$ cat config.mk
export PLATFORM = sky130hd
export DESIGN_NAME = fft_bfly_pe
export DESIGN_NICKNAME = d
export VERILOG_FILES = /design/src/rtl/fft_bfly_pe.sv
export SDC_FILE = /design/constraint.sdc
export NUM_CORES = 2
export LEC_CHECK = 0
export ABC_AREA = 1
export CORE_UTILIZATION = 60
export CTS_BUF_LIST = sky130_fd_sc_hd__clkbuf_16
export DETAILED_ROUTE_END_ITERATION = 10
export GPL_TIMING_DRIVEN = 0
export PLACE_DENSITY = 0.77
export SETUP_SLACK_MARGIN = 0.2
export SYNTH_ARGS = -nofsm -noshare
export SYNTH_HDL_FRONTEND = slang
export SYNTH_SLANG_ARGS = --single-unit
$ cat constraint.sdc
create_clock -name clk -period 15.4 [get_ports clk]
set_clock_uncertainty 0.05 [all_clocks]
set_input_delay 2.31 -clock clk [delete_from_list [all_inputs] [get_ports clk]]
set_output_delay 2.31 -clock clk [all_outputs]
set_load 0.03 [all_outputs]
$ cat src/rtl/fft_bfly_pe.sv
// -----------------------------------------------------------------------------
// fft_bfly_pe -- pipelined radix-2 DIT butterfly processing element.
//
// Computes fft_a = a + b*W and fft_b = a - b*W on packed complex operands
// ({re, im}, two's complement) through three register stages:
//   stage 1 : register a and the four full-precision partial products of b*W
//   stage 2 : combine products, round to nearest (half up), form a +/- p
//   stage 3 : optional 1/2 scaling, saturation, output registers
// A single enable (en = !out_valid || out_ready) advances all stages, so a
// stalled output freezes the whole pipeline without dropping or duplicating
// data. Latency is 3 cycles, throughput one butterfly per cycle.
//
// Configuration macro:
//   FFT_BFLY_PE_SCALE_EN  defined   -> stage 3 applies (x + 1) >>> 1 to every
//                                      sum/diff component before saturation
//                         undefined -> saturation only
//
// Ports:
//   clk, rst        clock (rising edge), asynchronous active-high reset
//   a, b, tw        operands and twiddle, 2*DW bits each, {re, im}
//                   (tw is Q(DW-1-FRAC).FRAC, 1.0 = 2^FRAC)
//   in_valid        a/b/tw valid this cycle
//   in_ready        block accepts a/b/tw this cycle (combinational)
//   fft_a, fft_b    butterfly results, 2*DW bits each, {re, im}
//   out_valid       fft_a/fft_b valid
//   out_ready       downstream accepts the output
//   frame_done      high with out_valid on the last butterfly of a frame
//   ovf             sticky saturation flag
//   clr_ovf         synchronous clear of ovf (a same-cycle set wins)
// -----------------------------------------------------------------------------
module fft_bfly_pe #(
   parameter int DW    = 16,
   parameter int FRAC  = 14,
   parameter int NPAIR = 8
) (
   input  logic            clk,
   input  logic            rst,
   input  logic [2*DW-1:0] a,
   input  logic [2*DW-1:0] b,
   input  logic [2*DW-1:0] tw,
   input  logic            in_valid,
   output logic            in_ready,
   output logic [2*DW-1:0] fft_a,
   output logic [2*DW-1:0] fft_b,
   output logic            out_valid,
   input  logic            out_ready,
   output logic            frame_done,
   output logic            ovf,
   input  logic            clr_ovf
);

   localparam int PW  = 2 * DW;   // product width
   localparam int XW  = PW + 1;   // width of a sum/difference of two products
   localparam int SW  = DW + 2;   // stage-2 sum/diff width
   localparam int TW3 = DW + 3;   // stage-3 width, headroom for the +1 of scaling
   localparam int CW  = (NPAIR > 1) ? $clog2(NPAIR) : 1;

   localparam logic [CW-1:0]         LAST = CW'(NPAIR - 1);
   localparam logic signed [XW-1:0]  RND  = XW'(1) <<< (FRAC - 1);
   localparam logic signed [TW3-1:0] MAXV = TW3'((64'sd1 <<< (DW - 1)) - 64'sd1);
   localparam logic signed [TW3-1:0] MINV = TW3'(-(64'sd1 <<< (DW - 1)));

   // ---------------------------------------------------------------------------
   // Flow control: one enable for every stage.
   // ---------------------------------------------------------------------------
   logic en;
   assign en       = !out_valid || out_ready;
   assign in_ready = en;

   // ---------------------------------------------------------------------------
   // Stage 1: operand split and full-precision partial products.
   // ---------------------------------------------------------------------------
   logic signed [PW-1:0] b_re_x, b_im_x, w_re_x, w_im_x;
   assign b_re_x = PW'($signed(b[PW-1:DW]));
   assign b_im_x = PW'($signed(b[DW-1:0]));
   assign w_re_x = PW'($signed(tw[PW-1:DW]));
   assign w_im_x = PW'($signed(tw[DW-1:0]));

   logic                 v1;
   logic signed [DW-1:0] a_re1, a_im1;
   logic signed [PW-1:0] m_rr, m_ii, m_ri, m_ir;

   // NOTE: clocked state is assigned with <= so every register samples the
   // pre-edge value of its source; blocking = here would let a later stage see
   // this cycle's new value and collapse the pipeline.
   // NOTE: datapath registers are reset too, so fft_a/fft_b read zero after
   // reset and nothing downstream ever observes X from an unloaded stage.
   always_ff @(posedge clk or posedge rst) begin
      if (rst) begin
         v1    <= 1'b0;
         a_re1 <= '0;
         a_im1 <= '0;
         m_rr  <= '0;
         m_ii  <= '0;
         m_ri  <= '0;
         m_ir  <= '0;
      end else if (en) begin
         v1    <= in_valid;
         a_re1 <= $signed(a[PW-1:DW]);
         a_im1 <= $signed(a[DW-1:0]);
         m_rr  <= b_re_x * w_re_x;
         m_ii  <= b_im_x * w_im_x;
         m_ri  <= b_re_x * w_im_x;
         m_ir  <= b_im_x * w_re_x;
      end
   end

   // ---------------------------------------------------------------------------
   // Stage 2: complex product, round half up, add/subtract.
   // ---------------------------------------------------------------------------
   logic signed [XW-1:0] p_re_full, p_im_full;
   logic signed [SW-1:0] p_re, p_im, a_re_x, a_im_x;

   assign p_re_full = XW'(m_rr) - XW'(m_ii);
   assign p_im_full = XW'(m_ri) + XW'(m_ir);
   // Adding half an LSB before the arithmetic shift rounds to nearest, ties up.
   assign p_re      = SW'((p_re_full + RND) >>> FRAC);
   assign p_im      = SW'((p_im_full + RND) >>> FRAC);
   assign a_re_x    = SW'(a_re1);
   assign a_im_x    = SW'(a_im1);

   logic                 v2;
   logic signed [SW-1:0] sum_re2, sum_im2, dif_re2, dif_im2;

   always_ff @(posedge clk or posedge rst) begin
      if (rst) begin
         v2      <= 1'b0;
         sum_re2 <= '0;
         sum_im2 <= '0;
         dif_re2 <= '0;
         dif_im2 <= '0;
      end else if (en) begin
         v2      <= v1;
         sum_re2 <= a_re_x + p_re;
         sum_im2 <= a_im_x + p_im;
         dif_re2 <= a_re_x - p_re;
         dif_im2 <= a_im_x - p_im;
      end
   end

   // ---------------------------------------------------------------------------
   // Stage 3: optional scaling, saturation, output registers.
   // ---------------------------------------------------------------------------
   function automatic logic signed [TW3-1:0] scale(input logic signed [SW-1:0] x);
`ifdef FFT_BFLY_PE_SCALE_EN
      return (TW3'(x) + TW3'(1)) >>> 1;
`else
      return TW3'(x);
`endif
   endfunction

   function automatic logic [DW-1:0] sat(input logic signed [TW3-1:0] x);
      if (x > MAXV)      return DW'(MAXV);
      else if (x < MINV) return DW'(MINV);
      else               return x[DW-1:0];
   endfunction

   function automatic logic is_sat(input logic signed [TW3-1:0] x);
      return (x > MAXV) || (x < MINV);
   endfunction

   logic signed [TW3-1:0] s_ar, s_ai, s_br, s_bi;
   logic                  any_sat;

   assign s_ar    = scale(sum_re2);
   assign s_ai    = scale(sum_im2);
   assign s_br    = scale(dif_re2);
   assign s_bi    = scale(dif_im2);
   assign any_sat = is_sat(s_ar) || is_sat(s_ai) || is_sat(s_br) || is_sat(s_bi);

   always_ff @(posedge clk or posedge rst) begin
      if (rst) begin
         out_valid <= 1'b0;
         fft_a     <= '0;
         fft_b     <= '0;
      end else if (en) begin
         out_valid <= v2;
         // Bubbles leave the last result in place rather than zeroing it.
         if (v2) begin
            fft_a <= {sat(s_ar), sat(s_ai)};
            fft_b <= {sat(s_br), sat(s_bi)};
         end
      end
   end

   // Sticky overflow: a saturating load in the same cycle beats clr_ovf.
   always_ff @(posedge clk or posedge rst) begin
      if (rst)                       ovf <= 1'b0;
      else if (en && v2 && any_sat)  ovf <= 1'b1;
      else if (clr_ovf)              ovf <= 1'b0;
   end

   // ---------------------------------------------------------------------------
   // Frame counter: counts output transfers, wraps after the last butterfly.
   // ---------------------------------------------------------------------------
   logic [CW-1:0] cnt;

   always_ff @(posedge clk or posedge rst) begin
      if (rst) begin
         cnt <= '0;
      end else if (out_valid && out_ready) begin
         cnt <= (cnt == LAST) ? '0 : cnt + CW'(1);
      end
   end

   assign frame_done = out_valid && (cnt == LAST);

endmodule

== After elaboration in Yosys (flattened, before gate mapping) ==
Index checks and enable logic that the tools add are counted.

* Bits in registers: 303
* Bits in latches: 0
* Memory bits (writable): 0
* Memory bits (read-only): 0
* Input bits: 101
* Output and inout port bits: 68
* Word-level logic and storage cells: 65
* Memories: 0

* $add $sub $neg: 9
* $mul: 4
* Div/mod/pow operators: 0
* Magnitude comparators: 8
* Equal/unequal tests: 1
* Shift-type cells: 0
* Multiplexer cells: 11
* Bitwise logic cells: 0
* Reduce and logical (&&, ||, !) cells: 15

{| class="wikitable"
|+ Operators by type and width
! cell !! number
|-
| multiplier 16 x 16 -> 32 bit || 4
|-
| two-way mux 16 bit || 8
|-
| > comparator 18 x 16 -> 1 bit, second input constant || 4
|-
| less-than comparator 18 x 16 -> 1 bit, second input constant || 4
|-
| adder 32 x 15 -> 32 bit, second input constant || 2
|-
| adder 16 x 18 -> 18 bit || 2
|-
| subtractor 16 x 18 -> 18 bit || 2
|-
| adder 32 bit || 1
|-
| subtractor 32 bit || 1
|-
| logical OR 1 bit || 8
|-
| logical AND 1 bit || 4
|-
| adder 3 x 1 -> 3 bit, second input constant || 1
|-
| == test 3 bit, second input constant || 1
|-
| two-way mux 3 bit || 1
|-
| two-way mux 1 bit || 2
|-
| AND reduction 2 bit || 1
|-
| nonzero test 2 bit || 1
|-
| zero test 1 bit || 1
|}

== Logic depth before layout (Yosys ltp) ==
* Word-level depth: 7
* Gate-level depth with buffers: 31
* Mapped depth without buffers: 30

== Worst setup path after synthesis ==
Ideal clock, no wire load.

* Kind: input to register
* Start: in b[31]
* End: reg m_rr[23]
* Library setup time: 0.117 ns
* Arrival: 7.399 ns
* Required time: 15.233 ns
* Setup slack: 7.834 ns
* Stages: 19
* Path buffers: 1
* Cells stage by stage: clkbuf_1 nand2_1 inv_1 fa_1 fa_1 fa_1 fa_1 fa_1 inv_1 fa_1 inv_1 ha_1 a21oi_1 o21ai_0 a21oi_1 nand3_1 or2_2 nand3_1 nand2_1

* Word-level cells in the longest chain between the ends: 1

{| class="wikitable"
|+ RTL lines
! what !! line !! RTL
|-
| from (decl) || 39 || <nowiki>input logic [2*DW-1:0] b,</nowiki>
|-
| multiplier 16 x 16 -> 32 bit || 101 || <nowiki>m_rr <= b_re_x * w_re_x;</nowiki>
|-
| to (signal assigned) || 101 ||
|-
| to (decl) || 81 || <nowiki>logic signed [PW-1:0] m_rr, m_ii, m_ri, m_ir;</nowiki>
|}

Every way passes these cells.
A chain may end at the register's enable or synchronous reset.

== Final worst setup path ==
* Start: in tw[15]
* End: reg m_ri[31]

* Word-level cells in the longest chain between the ends: 1

{| class="wikitable"
|+ RTL lines
! what !! line !! RTL
|-
| from (decl) || 40 || <nowiki>input logic [2*DW-1:0] tw,</nowiki>
|-
| multiplier 16 x 16 -> 32 bit || 103 || <nowiki>m_ri <= b_re_x * w_im_x;</nowiki>
|-
| to (signal assigned) || 103 ||
|-
| to (decl) || 81 ||
|}

Every way passes these cells.

==> results.cfg <==
[worst_setup_path]
cp-startpoint = tw[15]
crit_path_end_kind = register
critPathLaunchType = input port
rr_worst_depth = 23
cp_max_fo = 11
rr_endpoint = dif_im2[12]
reg2reg_slack_ns = 10.82
critPathKind = in2reg
r2r_start = m_ir[13]
cp.arrival_ns = 10.29
required_ns = 15.81

[cts]
numClockSinks = 301
cts-buffers-inserted = 28
post_cts_buffers = 0
clk_path_buf_depth = 3
htreeDepth = 1
tritoncts = yes
post_cts_resized = 0
cts-root-buf = clkbuf_16
cts.clk_slew.worst_paths_ns = 0.07
cts-hold-fix-buffers = 0
clk_latency_ns = 0.61

[global_route]
grt_use_total_pct = 42.9
grt_antenna_before_repair = 10
first_global_vias = 55558
grt_max_degree = 134
grt_first_pass_wirelength_um = 328000
grt_overflow = 0

[sta]
rsz0062_at_grt = false
finalMaxSlewViolations = 0
hold_violations = 0
fmax_mhz = 101
worstMarginPinSlew_ns = 1.39
tns_ns = 0
setup_viol = 0
relSlewSlack_pct = 7.14
finalCritPeriodShare_pct = 64.1
period_needed_ns = 9.88
fin_hold_ws_ns = 0.436

[synth]
synth_top_cells_by_count = 2,238 x nand2_1, 2,049 x inv_1, 1,052 x fa_1, 518 x ha_1, 428 x nor2_1
synth_cell_types = 54
avgSynthCellArea_sq_um = 7.52
yosys_warnings = 0
yosys_most_used_dff = dfrtp_1
yosys.area.top_type = fa_1
synth_nets = 9863
ys_ff_latch = 301
syn_inst = 8192
yosysSeqAreaShare_pct = 12.2
synth.most_common_cell = nand2_1
synth_area_sq_um = 61600
async_reset_ff_share_pct = 100
synth_edf_count = 0
yosys-top-cells-area = fa_1 34%, nand2_1 14%, inv_1 12%
yosysTopAreaCellShare_pct = 34.2

[placed_design]
hpwl_um = 184000
routabilityCongestion = 1.14
port_buffers = 168

[drt]
ant_nets = 0
drt_first_pass_iters = 9
routed_wl_um = 219000
num_vias = 55286
drc_errors = 0
drtIter0Drc = 5605
wire_per_inst_um = 22.4
vias_per_cell = 5.65

[die]
die_w_um = 322
core_area_sq_um = 102000
rows = 117
ios = 169
die_area_sq_um = 104000
dieHeight_um = 322
start_util_pct = 60.5

[hold_path]
worstHoldEndpoint = dif_re2[13]
hold_start = dif_re2[13]
whs_path_depth = 2
hold_path.class = reg2reg

[final_layout]
area_delta_synth_final_pct = 7.17
layout-drive-gt1-share_pct = 2.09
final_net_count = 10063
fillers = 9078

[flow_run]
cap_violations = 0

[status]
outcome = completed
## worst max-delay path by stage
| stage | endpoint | slack [ns] |
|---|---|---|
| after floorplan | a_im1[0] | 4.72 |
| after global placement | m_ii[29] | 1.18 |
| after detailed placement | m_ri[31] | 5.36 |
| after CTS | m_ri[31] | 5.97 |
| after global routing | m_ir[31] | 5.55 |
| final | m_ri[31] | 5.52 |
## placed cells by master (no fill, tap or decap), types with 13 or more instances in the layout
| cell type | count |
|---|---|
| nor2_1 | 428 |
| a31oi_1 | 30 |
| o21bai_1 | 32 |
| xnor2_1 | 40 |
| o21ai_0 | 302 |
| fa_1 | 1052 |
| clkdlybuf4s50_1 | 168 |
| clkbuf_1 | 215 |
| ha_1 | 518 |
| xor2_1 | 54 |
| buf_2 | 40 |
| or2_2 | 16 |
| clkbuf_16 | 29 |
| nor3_1 | 62 |
| o21ai_1 | 13 |
| a21o_1 | 22 |
| nand2_1 | 2238 |
| nand4_1 | 64 |
| dfrtp_1 | 301 |
| nand3b_1 | 18 |
| nand3_1 | 286 |
| a21oi_1 | 260 |
| inv_1 | 2053 |
## metrics by stage
step                      instance area (sq um)  instances  util (%)  worst slack (ns)
after detailed placement                  65000       9730      63.9              5.36
after floorplan                           61600       8192         -              4.72
after CTS                                 66000       9782      64.8              5.97
after global routing                      66000       9784      64.9              5.55
final                                     66000       9786      64.9              5.52
after global placement                    65000       9728      63.9              1.18
## cell type report
| class | count | area [sq um] | share of cell area (%) |
|---|---|---|---|
| diodes | 4 | 10.0 | 0.0152 |
| multi-input cells | 5561 | 45200 | 68.5 |
| clock inverters | 23 | 223 | 0.338 |
| inverters | 2058 | 7730 | 11.7 |
| flip-flops and latches | 301 | 7530 | 11.4 |
| clock buffers | 29 | 726 | 1.10 |
| repair buffers | 170 | 1740 | 2.63 |
| plain buffers | 272 | 1140 | 1.73 |
| well taps | 1368 | 1710 | 2.59 |
## flip-flops by register name, indices dropped and copies added (netlist names), 17 cells and up
signal and flops:
sum_im2 18, fft_b 32, m_ir 32, m_ri 32, fft_a 32, m_ii 32, sum_re2 18, dif_im2 17
dif_re2 17, m_rr 32
## metal layers
| metal | track usage (%) | part of all wire [%] | vias up |
|---|---|---|---|
| li1 | - | - | 24657 |
| met3 | 10.3 | 11 | 725 |
| met4 | 32.0 | 9.3 | 10 |
| met1 | 53.0 | 37 | 26807 |
| met2 | 65.6 | 43 | 3087 |
| met5 | 0 | 0.037 | - |
## critical path, stage by stage
cell and delay, ns:
clkdlybuf4s50_1 1.04, clkinv_1 0.84, clkbuf_1 0.74, nor2_1 0.38
fa_1 0.50, fa_1 0.50, fa_1 0.54, fa_1 0.44
fa_1 0.49, inv_1 0.05, fa_1 0.47, inv_1 0.04
ha_1 0.36, a21oi_1 0.50, o21ai_0 0.21, inv_1 0.09
nand2_1 0.09, nand3_1 0.08, nand3_1 0.12, inv_1 0.08
nand2_1 0.06, nand3_1 0.23, nand2_1 0.08
## logic make-up (layout without fill, tap and decap cells)
family | count (synthesis) | in the layout | share of synthesized area (%)
flip-flops | 301 | 301 | 12.2
other | 0 | 4 | 0
buffers and inverters | 2330 | 2552 | 14.4
AO/OA/AOI/OAI | 730 | 730 | 6.58
AND/OR/NAND/NOR | 3167 | 3167 | 20.7
adder cells (fa/ha/maj) | 1570 | 1570 | 44.7
XOR/XNOR | 94 | 94 | 1.34
Power is not shown: default switching activity piles up to over one toggle a cycle in this logic, so the estimate is an artifact.
